<file path="config.mk">
export PLATFORM = sky130hd
export DESIGN_NAME = float_to_int_flat
export DESIGN_NICKNAME = d
export VERILOG_FILES = /design/src/rtl/float_to_int_if.sv /design/src/rtl/float_to_int.sv /design/src/flat_wrapper.sv
export SDC_FILE = /design/constraint.sdc
export NUM_CORES = 1
export LEC_CHECK = 0
export CAP_MARGIN = 20
export CORE_UTILIZATION = 55
export DETAILED_ROUTE_END_ITERATION = 10
export PLACE_DENSITY = 0.79
export SLEW_MARGIN = 15
export SYNTH_ARGS = -nofsm -noshare
export SYNTH_HDL_FRONTEND = slang
export SYNTH_SLANG_ARGS = --single-unit
</file>
<file path="constraint.sdc">
create_clock -name clk -period 6.2 [get_ports clk]
set_clock_uncertainty 0.2 [all_clocks]
set_input_delay 0.62 -clock clk [delete_from_list [all_inputs] [get_ports clk]]
set_output_delay 0.62 -clock clk [all_outputs]
set_load 0.01 [all_outputs]
</file>
<file path="src/rtl/float_to_int_if.sv">
// Handshake bundle between the adder result producer, the float_to_int converter
// and its integer consumer. The converter sits on the slave side.
interface float_to_int_if;
  logic [31:0] input_a;
  logic        input_a_stb;
  logic        input_a_ack;
  logic [31:0] output_z;
  logic        output_z_stb;
  logic        output_z_ack;

  modport master (
    output input_a,
    output input_a_stb,
    input  input_a_ack,
    input  output_z,
    input  output_z_stb,
    output output_z_ack
  );

  modport slave (
    input  input_a,
    input  input_a_stb,
    output input_a_ack,
    output output_z,
    output output_z_stb,
    input  output_z_ack
  );
endinterface

</file>
<file path="src/rtl/float_to_int.sv">
// binary32 -> signed int32 converter, truncating toward zero.
// Iterative one-bit-per-cycle shifter; one operand in flight at a time.
module float_to_int (
  input  logic           clk,
  input  logic           rst,
  float_to_int_if.slave  bus
);

  typedef enum logic [2:0] {
    GET_A,
    UNPACK,
    SPECIAL,
    CONVERT,
    PUT_Z
  } state_t;

  localparam logic signed [9:0] E_ZERO_DENORM = -10'sd127;
  localparam logic signed [9:0] E_MAX_FIT     = 10'sd30;
  localparam logic signed [9:0] E_DONE        = 10'sd31;
  localparam logic [31:0]       Z_OVERFLOW    = 32'h8000_0000;

  state_t             state_reg, state_next;
  logic [31:0]        a_reg, a_next;
  logic [31:0]        m_reg, m_next;
  logic [31:0]        z_reg, z_next;
  logic signed [9:0]  e_reg, e_next;
  logic               s_reg, s_next;
  logic               ack_reg, ack_next;
  logic               stb_reg, stb_next;

  // Control and result registers carry a reset; the datapath scratch does not.
  always_ff @(posedge clk) begin
    if (rst) begin
      state_reg <= GET_A;
      ack_reg   <= 1'b0;
      stb_reg   <= 1'b0;
      z_reg     <= 32'd0;
    end else begin
      state_reg <= state_next;
      ack_reg   <= ack_next;
      stb_reg   <= stb_next;
      z_reg     <= z_next;
    end
  end

  always_ff @(posedge clk) begin
    a_reg <= a_next;
    m_reg <= m_next;
    e_reg <= e_next;
    s_reg <= s_next;
  end

  always_comb begin
    state_next = state_reg;
    a_next     = a_reg;
    m_next     = m_reg;
    e_next     = e_reg;
    s_next     = s_reg;
    z_next     = z_reg;
    ack_next   = ack_reg;
    stb_next   = stb_reg;

    case (state_reg)
      GET_A: begin
        if (!ack_reg) begin
          ack_next = 1'b1;
        end else if (bus.input_a_stb) begin
          a_next     = bus.input_a;
          ack_next   = 1'b0;
          state_next = UNPACK;
        end
      end

      UNPACK: begin
        m_next     = {1'b1, a_reg[22:0], 8'b0};
        e_next     = $signed({2'b00, a_reg[30:23]} - 10'd127);
        s_next     = a_reg[31];
        state_next = SPECIAL;
      end

      // Zero/denormal must win over the small-magnitude test: both give 0,
      // but the order keeps the decision tree identical to the producer's.
      SPECIAL: begin
        if (e_reg == E_ZERO_DENORM) begin
          z_next     = 32'd0;
          stb_next   = 1'b1;
          state_next = PUT_Z;
        end else if (e_reg > E_MAX_FIT) begin
          z_next     = Z_OVERFLOW;
          stb_next   = 1'b1;
          state_next = PUT_Z;
        end else if (e_reg < 10'sd0) begin
          z_next     = 32'd0;
          stb_next   = 1'b1;
          state_next = PUT_Z;
        end else begin
          state_next = CONVERT;
        end
      end

      // The leading one starts at bit 31; each shift moves the binary point
      // one place until the integer part is right-aligned.
      CONVERT: begin
        if (e_reg < E_DONE) begin
          m_next = m_reg >> 1;
          e_next = e_reg + 10'sd1;
        end else begin
          z_next     = s_reg ? (~m_reg + 32'd1) : m_reg;
          stb_next   = 1'b1;
          state_next = PUT_Z;
        end
      end

      PUT_Z: begin
        if (bus.output_z_ack) begin
          stb_next   = 1'b0;
          ack_next   = 1'b1;
          state_next = GET_A;
        end
      end

      default: begin
        state_next = GET_A;
      end
    endcase
  end

  assign bus.input_a_ack  = ack_reg;
  assign bus.output_z_stb = stb_reg;
  assign bus.output_z     = z_reg;

endmodule

</file>
<file path="src/flat_wrapper.sv">
// flat-port wrapper written by rule: the top's interface ports become plain ports
module float_to_int_flat 
  (clk, rst, bus_input_a, bus_input_a_stb, bus_input_a_ack, bus_output_z, bus_output_z_stb, bus_output_z_ack);
  float_to_int_if bus_i ();
  input  logic clk;
  input  logic rst;
  input wire logic [$bits(bus_i.input_a)-1:0] bus_input_a;
  input wire logic [$bits(bus_i.input_a_stb)-1:0] bus_input_a_stb;
  output wire logic [$bits(bus_i.input_a_ack)-1:0] bus_input_a_ack;
  output wire logic [$bits(bus_i.output_z)-1:0] bus_output_z;
  output wire logic [$bits(bus_i.output_z_stb)-1:0] bus_output_z_stb;
  input wire logic [$bits(bus_i.output_z_ack)-1:0] bus_output_z_ack;
  assign bus_i.input_a = bus_input_a;
  assign bus_i.input_a_stb = bus_input_a_stb;
  assign bus_input_a_ack = bus_i.input_a_ack;
  assign bus_output_z = bus_i.output_z;
  assign bus_output_z_stb = bus_i.output_z_stb;
  assign bus_i.output_z_ack = bus_output_z_ack;
  float_to_int u_core (.clk(clk), .rst(rst), .bus(bus_i));
endmodule
</file>
==> results.md, run 1 <==
- Hold Buf Count CTS: 0
- Number of global-route vias before repair: 3,342
- Largest net degree at the start of global routing: 47
- Worst Path Max Fanout: 24
- Std-Cell Rows: 34
- Die Outline Area: slightly below 10,000 um^2
- DP Wirelength: just under 7000 um
- Part of the Yosys area used for sequential elements: 0.5810
- Maximum Capacitance Violations: 0
- Chip width: around 99 um
- Category of the worst setup path launch point: register
- Syn Area/Cell: between 10 and 15 um^2
- Total clock buffers created by CTS: 9
- Wire length of the first global-routing pass: ~16,000 um
- Cell count after synthesis: roughly 450
- Ratio of cells with drive above 1 in the final layout: 0.1012
- Core area: 8891 um^2
- Most common cell after layout, fill and taps aside: sky130_fd_sc_hd__nand2_1
- Final setup violation count: 0
- Boundary pin count: 70
- Proportion of synthesized flip-flops having asynchronous set or reset: 0
- ANT nets after route: 0
- Buffer count from post-CTS setup fixing: 0
- Accumulated negative setup slack: 0 ps
- Global Route Usage Sum: 0.2150
- CTS max path bufs: 2
- Inserted Diodes: 0
- Headroom to the max-slew limit: 0.4124
- CTS tree: built
- Clock root buffer master: sky130_fd_sc_hd__clkbuf_8
- Total power draw: ~1.4 mW
- Required time of the worst setup path: between 6000 and 7000 ps
- H-tree depth reported by CTS: 3
- Post-layout minimum cycle time: approximately 2800 ps
- Yosys Warn Count: 0
- Clock transition at the register clock pins on the worst setup and hold paths after CTS: 110 ps
- Total count of hold-check failures in the final report: 0
- Initial DRC Count: roughly 170
- Element type at the critical path end: register
- Die extent in y: 98.78 um
- Transition time at the pin with the least slew margin: just under 900 ps
- Final slew viol count: 0
- Number of synthesized flops with an enable pin: between 70 and 80
- Maximum achievable frequency: between 0.3 and 0.4 GHz
- Outcome: finished clean
- Area grow syn2layout: 18.34%
- Number of synthesized register bits: approximately 110
- Cell count of the worst reg-to-reg path: 5
- Power per cell area: between 200 and 250 nW/um^2
- # nets final: 549
- Number of DRC violations after detailed routing: 0
- Insertion delay of the later-clocked pin in the worst-skew pair: between 300 and 400 ps
- Placer congestion estimate: 0.8581
- Routed Wire Length: 9685 um
- Distinct cell type count after synthesis: 49
- Static Leakage: ~2.1 nW
- Main flop type after synthesis: sky130_fd_sc_hd__edfxtp_1
- Placed Cells incl. Taps: roughly 610
- Count of port buffers added during placement: just under 70
- Met2 layer wire length in the routed design: 4247 um
- Remaining global-route overflow: 0
- Most frequent cells in the layout: sky130_fd_sc_hd__nand2_1, sky130_fd_sc_hd__edfxtp_1, sky130_fd_sc_hd__clkdlybuf4s50_1
- Top layer reached by signal wires: met4
- Initial core utilization: 0.5794
- Average wire per standard cell: around 16 um
- Peak ir drop on the vdd network: 0.0001477 V
- Met3 wirelength from detailed routing: 576 um
- Number of nets produced by synthesis: between 400 and 500
- Antenna violations before repair: 0
- Final clock period utilization by the worst path: 0.4557
- Arrival time at the worst endpoint: a little under 3000 ps
- Worst Hold Class: reg -> reg
- Post-synthesis instance area: 5151 um^2
- Clock sinks: 112
- Start-to-end type of the worst setup path: reg -> reg
- Vias per cell: ~5.6
- Count of non-filler cells in the finished layout: between 600 and 700
- Number of iterations in the first detailed-routing pass: 5
- Cells on Worst Hold Path: 0
- Unrepaired setup endpoints after global routing: no
- Vias after detailed routing: around 3,500
- Gates resized, CTS repair: 0
- Length of routed wiring on met1: 4738 um
cell usage after synthesis (7+ instances only):
cell type / n / area, um^2
sky130_fd_sc_hd__clkbuf_1: 15 / 56.30
sky130_fd_sc_hd__and2_1: 7 / 43.79
sky130_fd_sc_hd__nand3_1: 13 / 65.06
sky130_fd_sc_hd__o21ai_0: 16 / 80.08
sky130_fd_sc_hd__nand2_1: 89 / 334.1
sky130_fd_sc_hd__o31ai_1: 9 / 67.56
sky130_fd_sc_hd__dfxtp_1: 37 / 740.7
sky130_fd_sc_hd__a21oi_1: 10 / 50.05
sky130_fd_sc_hd__o2bb2ai_2: 19 / 285.3
sky130_fd_sc_hd__edfxtp_1: 75 / 2252
sky130_fd_sc_hd__nor3_1: 11 / 55.05
sky130_fd_sc_hd__inv_1: 13 / 48.80
sky130_fd_sc_hd__nor2_1: 15 / 56.30
sky130_fd_sc_hd__xnor2_1: 11 / 96.34
sky130_fd_sc_hd__xor2_1: 32 / 280.3
cell families after synthesis:
kind of cell	after synthesis	share of synthesized area
muxes	1	0.001943
DFF	112	0.5810
adders and majority gates	4	0.009716
xor gates and xnor gates	43	0.07311
AOI/OAI and AO/OA	85	0.1462
buffers and inverters	35	0.03085
and+or+nand+nor	167	0.1572
worst max-delay path, cell delays in order (launching register included):
cell                        delay (ps)
sky130_fd_sc_hd__edfxtp_1          460
sky130_fd_sc_hd__nor4_1            460
sky130_fd_sc_hd__a21o_1            280
sky130_fd_sc_hd__a2111o_1          440
sky130_fd_sc_hd__nor2b_4           730
sky130_fd_sc_hd__o2bb2ai_1         180
metrics by stage:
step / setup slack (ps) / instance area, um^2 / hold slack [ps] / utilization
after global routing: 3120 / 6096 / 262.9 / 0.6856
after CTS: 3348 / 6095 / 248.9 / 0.6855
after detailed placement: 3185 / 5904 / 212.1 / 0.6641
after global placement: 3266 / 5904 / 204.5 / 0.6641
final: 3375 / 6096 / 250.4 / 0.6856
after floorplan: 3482 / 5151 / 200.3 / -
routing by layer:
metal	up-vias	global-route usage
li1	1739	-
met1	1624	0.3269
met2	127	0.3141
met3	12	0.04043
met4	0	0.06315
met5	-	0
power by group:
group / internal (mW) / total, mW / switching (mW)
combinational: 0.0435 / 0.0896 / 0.0461
sequential: 0.823 / 0.844 / 0.0208
clock: 0.158 / 0.426 / 0.268
path summary, 6_finish.rpt:
check	from	to	slack [ps]
worst max-delay path	u_core.e_reg[6]	u_core.bus.output_z[30]	3370
worst min-delay path	u_core.a_reg[31]	u_core.s_reg	250
worst max register to register	u_core.e_reg[6]	u_core.bus.output_z[30]	3370
worst min register to register	u_core.a_reg[31]	u_core.s_reg	250
area by class of cell:
cell class	count	area [um^2]
clock buffer	9	123.9
sequential	112	2993
fill	675	2795
clock inverter	7	66.31
multi-input combinational	300	2008
timing repair buffer	73	720.7
tap	108	135.1
inverter	13	48.80
No activity file was read; power rests on OpenSTA's default activity.
==> run 2, diff against run 1 <==
Clock period 6.2 ns to 2.75 ns, I/O delays scaled along.
==> results.md, run 2 (synthesized netlist as in run 1, its figures left out) <==
- Worst Path Max Fanout: 14 (was 24)
- Clock transition at the register clock pins on the worst setup and hold paths after CTS: 120 ps (was 110 ps)
- Ratio of cells with drive above 1 in the final layout: 0.1130 (was 0.1012)
- Wire length of the first global-routing pass: 17,340 um (was 16,410 um)
- Accumulated negative setup slack: 0 ps (unchanged)
- Maximum achievable frequency: 0.3949 GHz (was 0.3539 GHz)
- Clock sinks: 112 (unchanged)
- Area grow syn2layout: 19.99% (was 18.34%)
- Placer congestion estimate: 0.8810 (was 0.8581)
- Final Worst Setup Slack: 217.6 ps (was 3375 ps)
- Final setup violation count: 0 (unchanged)
- Required time of the worst setup path: 2870 ps (was 6300 ps)
- # nets final: 557 (was 549)
- Initial core utilization: 0.5794 (unchanged)
- DP Worst Slack: 244.0 ps (was 3185 ps)
- Vias per cell: 5.690 (was 5.630)
- H-tree depth reported by CTS: 3 (unchanged)
- Cells along the critical path: ha_1, nand4_1, a21o_1, a2111o_1, buf_4, or3_1, a21oi_1 (was nor4_1, a21o_1, a2111o_1, nor2b_4, o2bb2ai_1)
- Power per cell area: 512.8 nW/um^2 (was 223.0 nW/um^2)
- Antenna violations before repair: 0 (unchanged)
- CTS max path bufs: 2 (unchanged)
- Largest net degree at the start of global routing: 38 (was 47)
- Initial DRC Count: 194 (was 172)
- Placed Cells incl. Taps: 614 (was 606)
- Number of iterations in the first detailed-routing pass: 4 (was 5)
- Inserted Diodes: 0 (unchanged)
- ANT nets after route: 0 (unchanged)
- Max incr delay on CP: 450 ps (was 730 ps)
- Number of global-route vias before repair: 3,507 (was 3,342)
- Gates resized, CTS repair: 0 (unchanged)
- Total count of hold-check failures in the final report: 0 (unchanged)
- Insertion delay of the later-clocked pin in the worst-skew pair: 380 ps (about the same)
- Hold Buf Count CTS: 0 (unchanged)
- Most frequent cells in the layout: sky130_fd_sc_hd__nand2_1, sky130_fd_sc_hd__edfxtp_1, sky130_fd_sc_hd__clkdlybuf4s50_1 (unchanged)
- Unrepaired setup endpoints after global routing: no (unchanged)
- Die extent in y: 98.78 um (unchanged)
- Core area: 8891 um^2 (unchanged)
- Final clock period utilization by the worst path: 0.9209 (was 0.4557)
- Count of non-filler cells in the finished layout: 630 (was 622)
- Most common cell after layout, fill and taps aside: sky130_fd_sc_hd__nand2_1 (unchanged)
- Std-Cell Rows: 34 (unchanged)
- Core occupancy in the finished layout: 0.6952 (was 0.6856)
- Chip width: 98.78 um (unchanged)
- Headroom to the max-slew limit: 0.4719 (was 0.4124)
- Static Leakage: 2.182 nW (was 2.132 nW)
- Total clock buffers created by CTS: 9 (unchanged)
- Buffer count from post-CTS setup fixing: 0 (unchanged)
- Final slew viol count: 0 (unchanged)
- Number of DRC violations after detailed routing: 0 (unchanged)
- Count of port buffers added during placement: 69 (unchanged)
- Boundary pin count: 70 (unchanged)
- Global Route Usage Sum: 0.2266 (was 0.2150)
- Outcome: finished clean (unchanged)
- Peak ir drop on the vdd network: 0.0003095 V (was 0.0001477 V)
- Clock root buffer master: sky130_fd_sc_hd__clkbuf_8 (unchanged)
- Element type at the critical path end: register (unchanged)
- Start-to-end type of the worst setup path: reg -> reg (unchanged)
- Post-placement cell area: 5964 um^2 (was 5904 um^2)
- DP Wirelength: 7236 um (was 6780 um)
- Remaining global-route overflow: 0 (unchanged)
- Routed Wire Length: 10,260 um (was 9685 um)
- Transition time at the pin with the least slew margin: 790.5 ps (was 881.4 ps)
- Worst Hold Class: in -> reg (was reg -> reg)
- Vias after detailed routing: 3,585 (was 3,502)
- Category of the worst setup path launch point: register (unchanged)
- Slowest cell on the critical path: sky130_fd_sc_hd__a2111o_1 (was sky130_fd_sc_hd__nor2b_4)
- Post-route cell area: 6181 um^2 (was 6096 um^2)
- CTS tree: built (unchanged)
- Maximum Capacitance Violations: 0 (unchanged)
- Arrival time at the worst endpoint: 2650 ps (was 2930 ps)
- Die Outline Area: 9757 um^2 (unchanged)
- Average wire per standard cell: 16.28 um (was 15.57 um)
- Post-layout minimum cycle time: 2532 ps (was 2825 ps)
[run 2: layout make-up]
type | instances | area, um^2
Clock buffer | 9 | 123.9
Inverter | 13 | 48.80
Timing Repair Buffer | 81 | 780.7
Multi-Input combinational cell | 300 | 2007
Sequential cell | 112 | 2993
Clock inverter | 7 | 92.59
Tap cell | 108 | 135.1
Fill cell | 658 | 2710
[run 2: critical path, delay by kind of cell, from the launching register on]
kind	cells	cell delay [ps]
AND/OR/NAND/NOR	2	570
flip-flops	1	410
AO/OA/AOI/OAI	3	860
buffers and inverters	1	200
adder cells (fa/ha/maj)	1	230
[run 2: path summary, 6_finish.rpt]
| path | to | slack [ps] | cells past startpoint | startpoint |
|---|---|---|---|---|
| max | u_core.bus.output_z[1] | 220 | 7 | u_core.e_reg[1] |
| min reg2reg | u_core.s_reg | 240 | 0 | u_core.a_reg[31] |
| min | u_core.a_reg[10] | 240 | 1 | bus_input_a[10] |
| max reg2reg | u_core.bus.output_z[1] | 220 | 7 | u_core.e_reg[1] |
[run 2: report_power, final]
part	total (mW)	internal [mW]	leakage [nW]	switching (mW)
clock network	1.06	0.449	0.110	0.609
logic	0.212	0.102	1.08	0.110
registers	1.90	1.86	0.988	0.0445
[run 2: layer usage]
metal | global-route usage | vias to the layer above | routed length, um
met2 | 0.3599 | 111 | 4716
met5 | 0 | - | 0
met3 | 0.03121 | 13 | 469
li1 | - | 1760 | -
met1 | 0.3178 | 1701 | 4909
met4 | 0.08726 | 0 | 162
[run 2: per-stage QoR]
step	total power [mW]	hold WS, ps
global route	3.280	227.4
global placement	2.140	201.9
CTS	3.184	231.1
floorplan	2.050	141.2
detailed placement	2.150	210.7
finish	3.170	235.9
